File: config.mk
export PLATFORM = sky130hd
export DESIGN_NAME = inst_fetch_unit
export DESIGN_NICKNAME = d
export VERILOG_FILES = /design/src/rtl/inst_fetch_unit.sv
export SDC_FILE = /design/constraint.sdc
export NUM_CORES = 2
export LEC_CHECK = 0
export ABC_AREA = 0
export BUFFER_PORTS_ARGS = -buffer_cell sky130_fd_sc_hd__clkbuf_2
export CORE_UTILIZATION = 26
export CTS_CLUSTER_SIZE = 8
export DETAILED_ROUTE_END_ITERATION = 6
export PLACE_DENSITY = 0.44
export SLEW_MARGIN = 20
export SYNTH_ARGS = -nofsm -noshare
export SYNTH_HDL_FRONTEND = slang
export SYNTH_SLANG_ARGS = --single-unit
File: constraint.sdc
create_clock -name clk_in -period 6 [get_ports clk_in]
set_clock_uncertainty 0.15 [all_clocks]
set_input_delay 0.6 -clock clk_in [delete_from_list [all_inputs] [get_ports clk_in]]
set_output_delay 0.6 -clock clk_in [all_outputs]
set_load 0.01 [all_outputs]
File: src/rtl/inst_fetch_unit.sv
// Fetch stage: PC, direct-mapped one-word-line I-cache, byte-wide miss fill, optional static predictor.
// Define IFU_STATIC_PREDICT_EN to enable JAL / backward-branch prediction.
module inst_fetch_unit #(
  parameter int          ADDR_WIDTH   = 17,
  parameter int          ICACHE_IDX_W = 6,
  parameter logic [31:0] RESET_PC     = 32'h0
) (
  input  logic                  clk_in,
  input  logic                  rst_in,
  input  logic                  rdy_in,
  output logic                  mem_req,
  output logic [ADDR_WIDTH-1:0] mem_addr,
  input  logic                  mem_valid,
  input  logic [7:0]            mem_din,
  output logic                  inst_valid,
  input  logic                  inst_ready,
  output logic [31:0]           inst_out,
  output logic [31:0]           inst_pc,
  output logic                  inst_pred_taken,
  input  logic                  flush_in,
  input  logic [31:0]           flush_pc
);

  localparam int ICACHE_LINES = 2 ** ICACHE_IDX_W;
  localparam int TAG_W        = ADDR_WIDTH - ICACHE_IDX_W - 2;

  localparam logic [0:0] RUN  = 1'b0;
  localparam logic [0:0] FILL = 1'b1;

  logic [0:0]              state;
  logic [31:0]             pc;
  logic [1:0]              byte_cnt;
  logic [23:0]             line_buf;
  logic [ICACHE_LINES-1:0] valid;
  logic [TAG_W-1:0]        tag_mem  [ICACHE_LINES];
  logic [31:0]             data_mem [ICACHE_LINES];

  logic [ICACHE_IDX_W-1:0] idx;
  logic [TAG_W-1:0]        tag;
  logic                    hit;
  logic [31:0]             hit_word;
  logic [ADDR_WIDTH-1:0]   line_base;
  logic                    fill_done;
  logic [31:0]             next_pc;
  logic                    pred_taken;

  assign idx       = pc[ICACHE_IDX_W+1:2];
  assign tag       = pc[ADDR_WIDTH-1:ICACHE_IDX_W+2];
  assign hit_word  = data_mem[idx];
  assign hit       = valid[idx] && (tag_mem[idx] == tag);
  assign line_base = {pc[ADDR_WIDTH-1:2], 2'b00};
  assign fill_done = (state == FILL) && mem_valid && (byte_cnt == 2'd3);

`ifdef IFU_STATIC_PREDICT_EN
  logic [31:0] imm_j;
  logic [31:0] imm_b;
  logic        is_jal;
  logic        is_bwd_branch;

  assign imm_j = {{12{hit_word[31]}}, hit_word[19:12], hit_word[20], hit_word[30:21], 1'b0};
  assign imm_b = {{20{hit_word[31]}}, hit_word[7], hit_word[30:25], hit_word[11:8], 1'b0};
  assign is_jal        = (hit_word[6:0] == 7'b1101111);
  assign is_bwd_branch = (hit_word[6:0] == 7'b1100011) && hit_word[31];

  always_comb begin
    next_pc    = pc + 32'd4;
    pred_taken = 1'b0;
    if (is_jal) begin
      next_pc    = pc + imm_j;
      pred_taken = 1'b1;
    end else if (is_bwd_branch) begin
      next_pc    = pc + imm_b;
      pred_taken = 1'b1;
    end
  end
`else
  assign next_pc    = pc + 32'd4;
  assign pred_taken = 1'b0;
`endif

  // The line array is plain storage; only the valid bits need a reset.
  always_ff @(posedge clk_in) begin
    if (rdy_in && !flush_in && fill_done) begin
      data_mem[idx] <= {mem_din, line_buf};
      tag_mem[idx]  <= tag;
    end
  end

  always_ff @(posedge clk_in or posedge rst_in) begin
    if (rst_in) begin
      pc              <= RESET_PC;
      state           <= RUN;
      byte_cnt        <= 2'd0;
      line_buf        <= 24'd0;
      valid           <= '0;
      mem_req         <= 1'b0;
      mem_addr        <= '0;
      inst_valid      <= 1'b0;
      inst_out        <= 32'd0;
      inst_pc         <= 32'd0;
      inst_pred_taken <= 1'b0;
    end else if (rdy_in) begin
      if (flush_in) begin
        pc         <= flush_pc;
        inst_valid <= 1'b0;
        state      <= RUN;
        mem_req    <= 1'b0;
        byte_cnt   <= 2'd0;
      end else if (state == RUN) begin
        if (hit) begin
          if (!inst_valid || inst_ready) begin
            inst_valid      <= 1'b1;
            inst_out        <= hit_word;
            inst_pc         <= pc;
            inst_pred_taken <= pred_taken;
            pc              <= next_pc;
          end
        end else begin
          if (inst_valid && inst_ready) inst_valid <= 1'b0;
          state    <= FILL;
          byte_cnt <= 2'd0;
          mem_req  <= 1'b1;
          mem_addr <= line_base;
        end
      end else begin
        // The output slot keeps draining while the line is being assembled.
        if (inst_valid && inst_ready) inst_valid <= 1'b0;
        if (mem_valid) begin
          byte_cnt <= byte_cnt + 2'd1;
          case (byte_cnt)
            2'd0:    line_buf[7:0]   <= mem_din;
            2'd1:    line_buf[15:8]  <= mem_din;
            2'd2:    line_buf[23:16] <= mem_din;
            default: line_buf        <= line_buf;
          endcase
          if (byte_cnt == 2'd3) begin
            valid[idx] <= 1'b1;
            state      <= RUN;
            mem_req    <= 1'b0;
          end else begin
            mem_addr <= mem_addr + ADDR_WIDTH'(1);
          end
        end
      end
    end
  end

endmodule
==> results.py <==
metrics = {
    "floorplanning": {
        "initial_utilization_pct": 26.2,
        "number_of_standard_cell_rows_in_the_floorplan": 235,
        "die_area_sq_um": 416000,
        "fp.dieW_microns": 645,
        "fp.coreArea_sq_um": 410000,
        "ioPinCount": 130,
        "die_y_microns": 645,
    },
    "global_routing": {
        "initial_antenna_violation_count": 38,
        "grt_pass1_vias": 63925,
        "grt.overflow.total": 0,
        "grt.total_usage_pct": 20.9,
        "grt_max_degree": 104,
        "grt_pass1_wl_mm": 595,
    },
    "clock_tree": {
        "number_of_levels_the_h_tree_was_split_into": 5,
        "cts.repair_timing.setup_buffer_count": 0,
        "tritoncts.num_buffers": 392,
        "tritoncts": "done",
        "clockRootBuffer": "sky130_fd_sc_hd__clkbuf_16",
        "numClockSinks": 2830,
        "cts.clk_slew.worst_paths_ns": 0.05,
        "cts.path.max_buffers": 4,
        "clkLatencyLatePin_ns": 0.97,
    },
    "setup_path": {
        "arrival_ns": 6.30,
        "cp_slowest_stage_delay_ns": 0.76,
        "timing.critical_path.cells": "nand2b_2 -> buf_4 -> o22a_1 -> o21ai_0 -> a2111oi_0 -> a21oi_1 -> a2111oi_2 -> nand4_2 -> nor2_4 -> nand4_4 -> buf_12 -> mux2_4",
        "critical_path.max_fanout": 46,
        "cp-end-kind": "flop",
        "start_kind": "flop",
        "worst-setup-path-type": "flop to flop",
        "worst-endpoint-required_ns": 6.65,
        "cpMaxStageDelayCell": "sky130_fd_sc_hd__a2111oi_0",
    },
    "timing": {
        "timing.fmax_mhz": 177,
        "setup_viol": 0,
        "tightest_slew_ns": 1.17,
        "layout_worst_path_cycle_share_pct": 94.1,
        "final_max_slew_viol_count": 0,
        "grt_setup_unrepaired": "no",
        "layout_min_cycle_time_ns": 5.64,
        "slew_headroom_pct": 19.9,
        "finalHoldViolations": 0,
        "timing.setup.tns_ns": 0,
        "worst_hold_slack_ns": 0.0825,
    },
    "final_layout": {
        "final_layout_size_suffix_gt1_share_pct": 20.3,
        "final_design_area_no_fill_sq_um": 129000,
        "final_net_count": 6644,
        "layout-area-overhead-vs-synth_pct": 20.0,
    },
    "logic_synthesis": {
        "async_reset_ff_share_pct": 7.28,
        "synthTopCellsByArea": "sky130_fd_sc_hd__edfxtp_1 73%, sky130_fd_sc_hd__dfrtp_1 4.8%, sky130_fd_sc_hd__a22oi_1 3.3%, sky130_fd_sc_hd__mux2i_1 2.2%, sky130_fd_sc_hd__a221oi_1 2.1%",
        "synth_enable_flop_cells": 2624,
        "syn_avg_cell_area_sq_um": 17.7,
        "synthesis.nets": 6130,
        "synth_top_area_share_pct": 73.4,
        "syn-instance-count": 6078,
        "syn_area_sq_um": 107000,
        "synth_top_family_by_area": "compound AO/OA/AOI/OAI gates",
        "synth.distinct_cells": 87,
        "ys.flop_type": "sky130_fd_sc_hd__edfxtp_1",
        "yosys_register_bits": 2830,
        "synth_top_cells_by_count": "2,624 x sky130_fd_sc_hd__edfxtp_1, 467 x sky130_fd_sc_hd__a22oi_1, 261 x sky130_fd_sc_hd__a221oi_1, 241 x sky130_fd_sc_hd__mux2i_1, 219 x sky130_fd_sc_hd__clkbuf_1",
        "synth_xor_area_share_pct": 0.0326,
        "synthesized_area_fraction_occupied_by_and_or_nand_nor_cells_pct": 3.62,
        "ys_seq_area_share_pct": 78.2,
        "number_of_warnings_printed_during_yosys_synthesis": 0,
        "fraction_of_synthesized_area_in_multiplexers_pct": 5.63,
        "yosys.cell_count.top_type": "sky130_fd_sc_hd__edfxtp_1",
        "synthAdderAreaFrac_pct": 0.0699,
        "synth_compound_area_share_pct": 10.7,
        "yosys.area.top_type": "sky130_fd_sc_hd__edfxtp_1",
    },
    "route": {
        "post_drt_via_cell_ratio": 5.42,
        "drtPass1Iterations": 5,
        "first_iter_violations": 9541,
        "number_of_nets_still_failing_antenna_checks_after_routing": 0,
        "routed_via_count": 66944,
        "detail_route.drc_violations": 0,
        "post_drt_wl_per_cell_microns": 36.2,
        "wire_length_after_detailed_routing_mm": 447,
    },
    "pwr": {
        "power.leakage_uw": 0.0422,
        "proportion_of_power_drawn_by_combinational_gates_pct": 11.3,
        "power.ir.vdd_worst_v": 0.000228,
        "power.sequential.fraction_pct": 47.2,
        "netSwitchingPower_uw": 13300,
        "clock_power_share_pct": 41.4,
        "switching_share_pct": 26.5,
        "internal_power_uw": 36900,
        "power.density_cell_area_nw_per_um2": 390,
    },
    "placed_design": {
        "detailedPlacementHpwl_mm": 248,
        "gpl.final_weighted_congestion": 0.842,
        "dpl-instance-area_sq_um": 117000,
        "portBuffers": 128,
    },
    "run_status": {
        "status": "complete, no violations",
    },
    "min_path": {
        "hold_path.class": "input port to flop",
    },
    "job": {
        "timing.max_cap.violations": 0,
    },
}
## power by group through the flow
stage	clock network [uW]	registers, uW	logic, uW
4_1_cts	21100	23700	5630
5_1_grt	21800	23800	5920
2_1_floorplan	0	24400	2320
6_report	20800	23700	5680
3_5_place_dp	0	24100	5600
3_3_place_gp	0	24100	5540
## area by class of cell
| type | instances | area, sq um |
|---|---|---|
| fill | 40047 | 282000 |
| sequential | 2830 | 84000 |
| multi-input combinational | 2820 | 22200 |
| clock buffer | 657 | 10900 |
| tap | 5451 | 6820 |
| timing repair buffer | 520 | 4380 |
| clock inverter | 24 | 435 |
| inverter | 28 | 114 |
| antenna | 13 | 32.5 |
## path summary, 6_finish.rpt
kind                               from            to  slack (ns)  cells after the start
max                               pc[2]  inst_out[15]        0.36                     12
min                        flush_pc[12]        pc[12]        0.08                      4
max reg2reg                       pc[2]  inst_out[15]        0.36                     12
min reg2reg                   valid[54]     valid[54]        0.31                      1
max in group asynchronous        rst_in  line_buf[14]        3.66                      5
min in group asynchronous        rst_in    inst_pc[9]        0.12                      3
## state kept, by name (all words and copies together) (netlist names)
| name | cells |
|---|---|
| byte_cnt | 2 |
| data_mem | 2048 |
| inst_pc | 32 |
| line_buf | 24 |
| mem_addr | 17 |
| inst_out | 32 |
| inst_valid | 1 |
| state | 1 |
| valid | 64 |
| pc | 32 |
| mem_req | 1 |
| tag_mem | 576 |
## placed cells by master (no fill, tap or decap), types with 12 or more instances in the layout
| cell | n |
|---|---|
| sky130_fd_sc_hd__a211oi_1 | 25 |
| sky130_fd_sc_hd__a21oi_1 | 173 |
| sky130_fd_sc_hd__a221o_1 | 25 |
| sky130_fd_sc_hd__a221oi_1 | 261 |
| sky130_fd_sc_hd__a222oi_1 | 22 |
| sky130_fd_sc_hd__a22o_1 | 122 |
| sky130_fd_sc_hd__a22oi_1 | 467 |
| sky130_fd_sc_hd__a31oi_1 | 116 |
| sky130_fd_sc_hd__and3_1 | 29 |
| sky130_fd_sc_hd__buf_12 | 57 |
| sky130_fd_sc_hd__buf_4 | 303 |
| sky130_fd_sc_hd__clkbuf_1 | 259 |
| sky130_fd_sc_hd__clkbuf_16 | 397 |
| sky130_fd_sc_hd__clkbuf_2 | 128 |
| sky130_fd_sc_hd__dfrtp_1 | 184 |
| sky130_fd_sc_hd__dfrtp_2 | 12 |
| sky130_fd_sc_hd__diode_2 | 13 |
| sky130_fd_sc_hd__dlygate4sd3_1 | 32 |
| sky130_fd_sc_hd__edfxtp_1 | 2624 |
| sky130_fd_sc_hd__inv_1 | 23 |
| sky130_fd_sc_hd__mux2_2 | 139 |
| sky130_fd_sc_hd__mux2_4 | 57 |
| sky130_fd_sc_hd__mux2i_1 | 241 |
| sky130_fd_sc_hd__mux4_2 | 54 |
| sky130_fd_sc_hd__nand2_1 | 186 |
| sky130_fd_sc_hd__nand3_1 | 88 |
| sky130_fd_sc_hd__nand4_1 | 68 |
| sky130_fd_sc_hd__nor2_1 | 114 |
| sky130_fd_sc_hd__nor2_4 | 73 |
| sky130_fd_sc_hd__nor3_1 | 18 |
| sky130_fd_sc_hd__nor4_1 | 17 |
| sky130_fd_sc_hd__o211ai_1 | 19 |
| sky130_fd_sc_hd__o21ai_0 | 121 |
| sky130_fd_sc_hd__o221a_2 | 14 |
| sky130_fd_sc_hd__o221ai_1 | 18 |
| sky130_fd_sc_hd__o22a_1 | 17 |
| sky130_fd_sc_hd__o22ai_1 | 61 |
| sky130_fd_sc_hd__or2_2 | 69 |
| sky130_fd_sc_hd__or3b_2 | 12 |
## kinds of logic (layout without fill, tap and decap cells)
family,after synthesis,after routing
multiplexers,491,491
AO/OA/AOI/OAI,1549,1549
XOR/XNOR,4,4
other,1,14
flip-flops,2830,2830
buffers and inverters,428,1229
AND/OR/NAND/NOR,769,769
adder cells (fa/ha/maj),6,6
## timing repair
item                                    CTS  global route
gates resized for setup                   0             0
endpoints found under the setup margin    0             0
hold buffers                             32             0
hold endpoints to repair                 46             0
## stage by stage
step	power (uW)	setup WS, ns	cells	util (%)
floorplan	26700	0.848	6078	-
global placement	29600	0.469	11617	28.5
detailed placement	29700	0.455	11617	28.5
CTS	50400	0.422	12330	31.4
global route	51500	0.214	12330	31.4
finish	50200	0.357	12343	31.4
## metal layers
metal  part of all wire (%)  track usage (%)  vias to the layer above  wire, microns
met3                    8.7             3.64                      724          38900
li1                       -                -                    26197              -
met2                     45             32.5                     3788         203000
met1                     42             29.5                    36233         190000
met4                    3.5             6.79                        2          15800
met5                 0.0029                0                        -             13
## worst max-delay path, delay by kind of cell, from the launching register on
family | cells | cell delay (ns)
DFF | 1 | 0.74
AOI/OAI and AO/OA | 5 | 1.77
and+or+nand+nor | 4 | 1.52
muxes | 1 | 0.43
buffers and inverters | 2 | 0.70
Power figures use the tool's default switching activity.
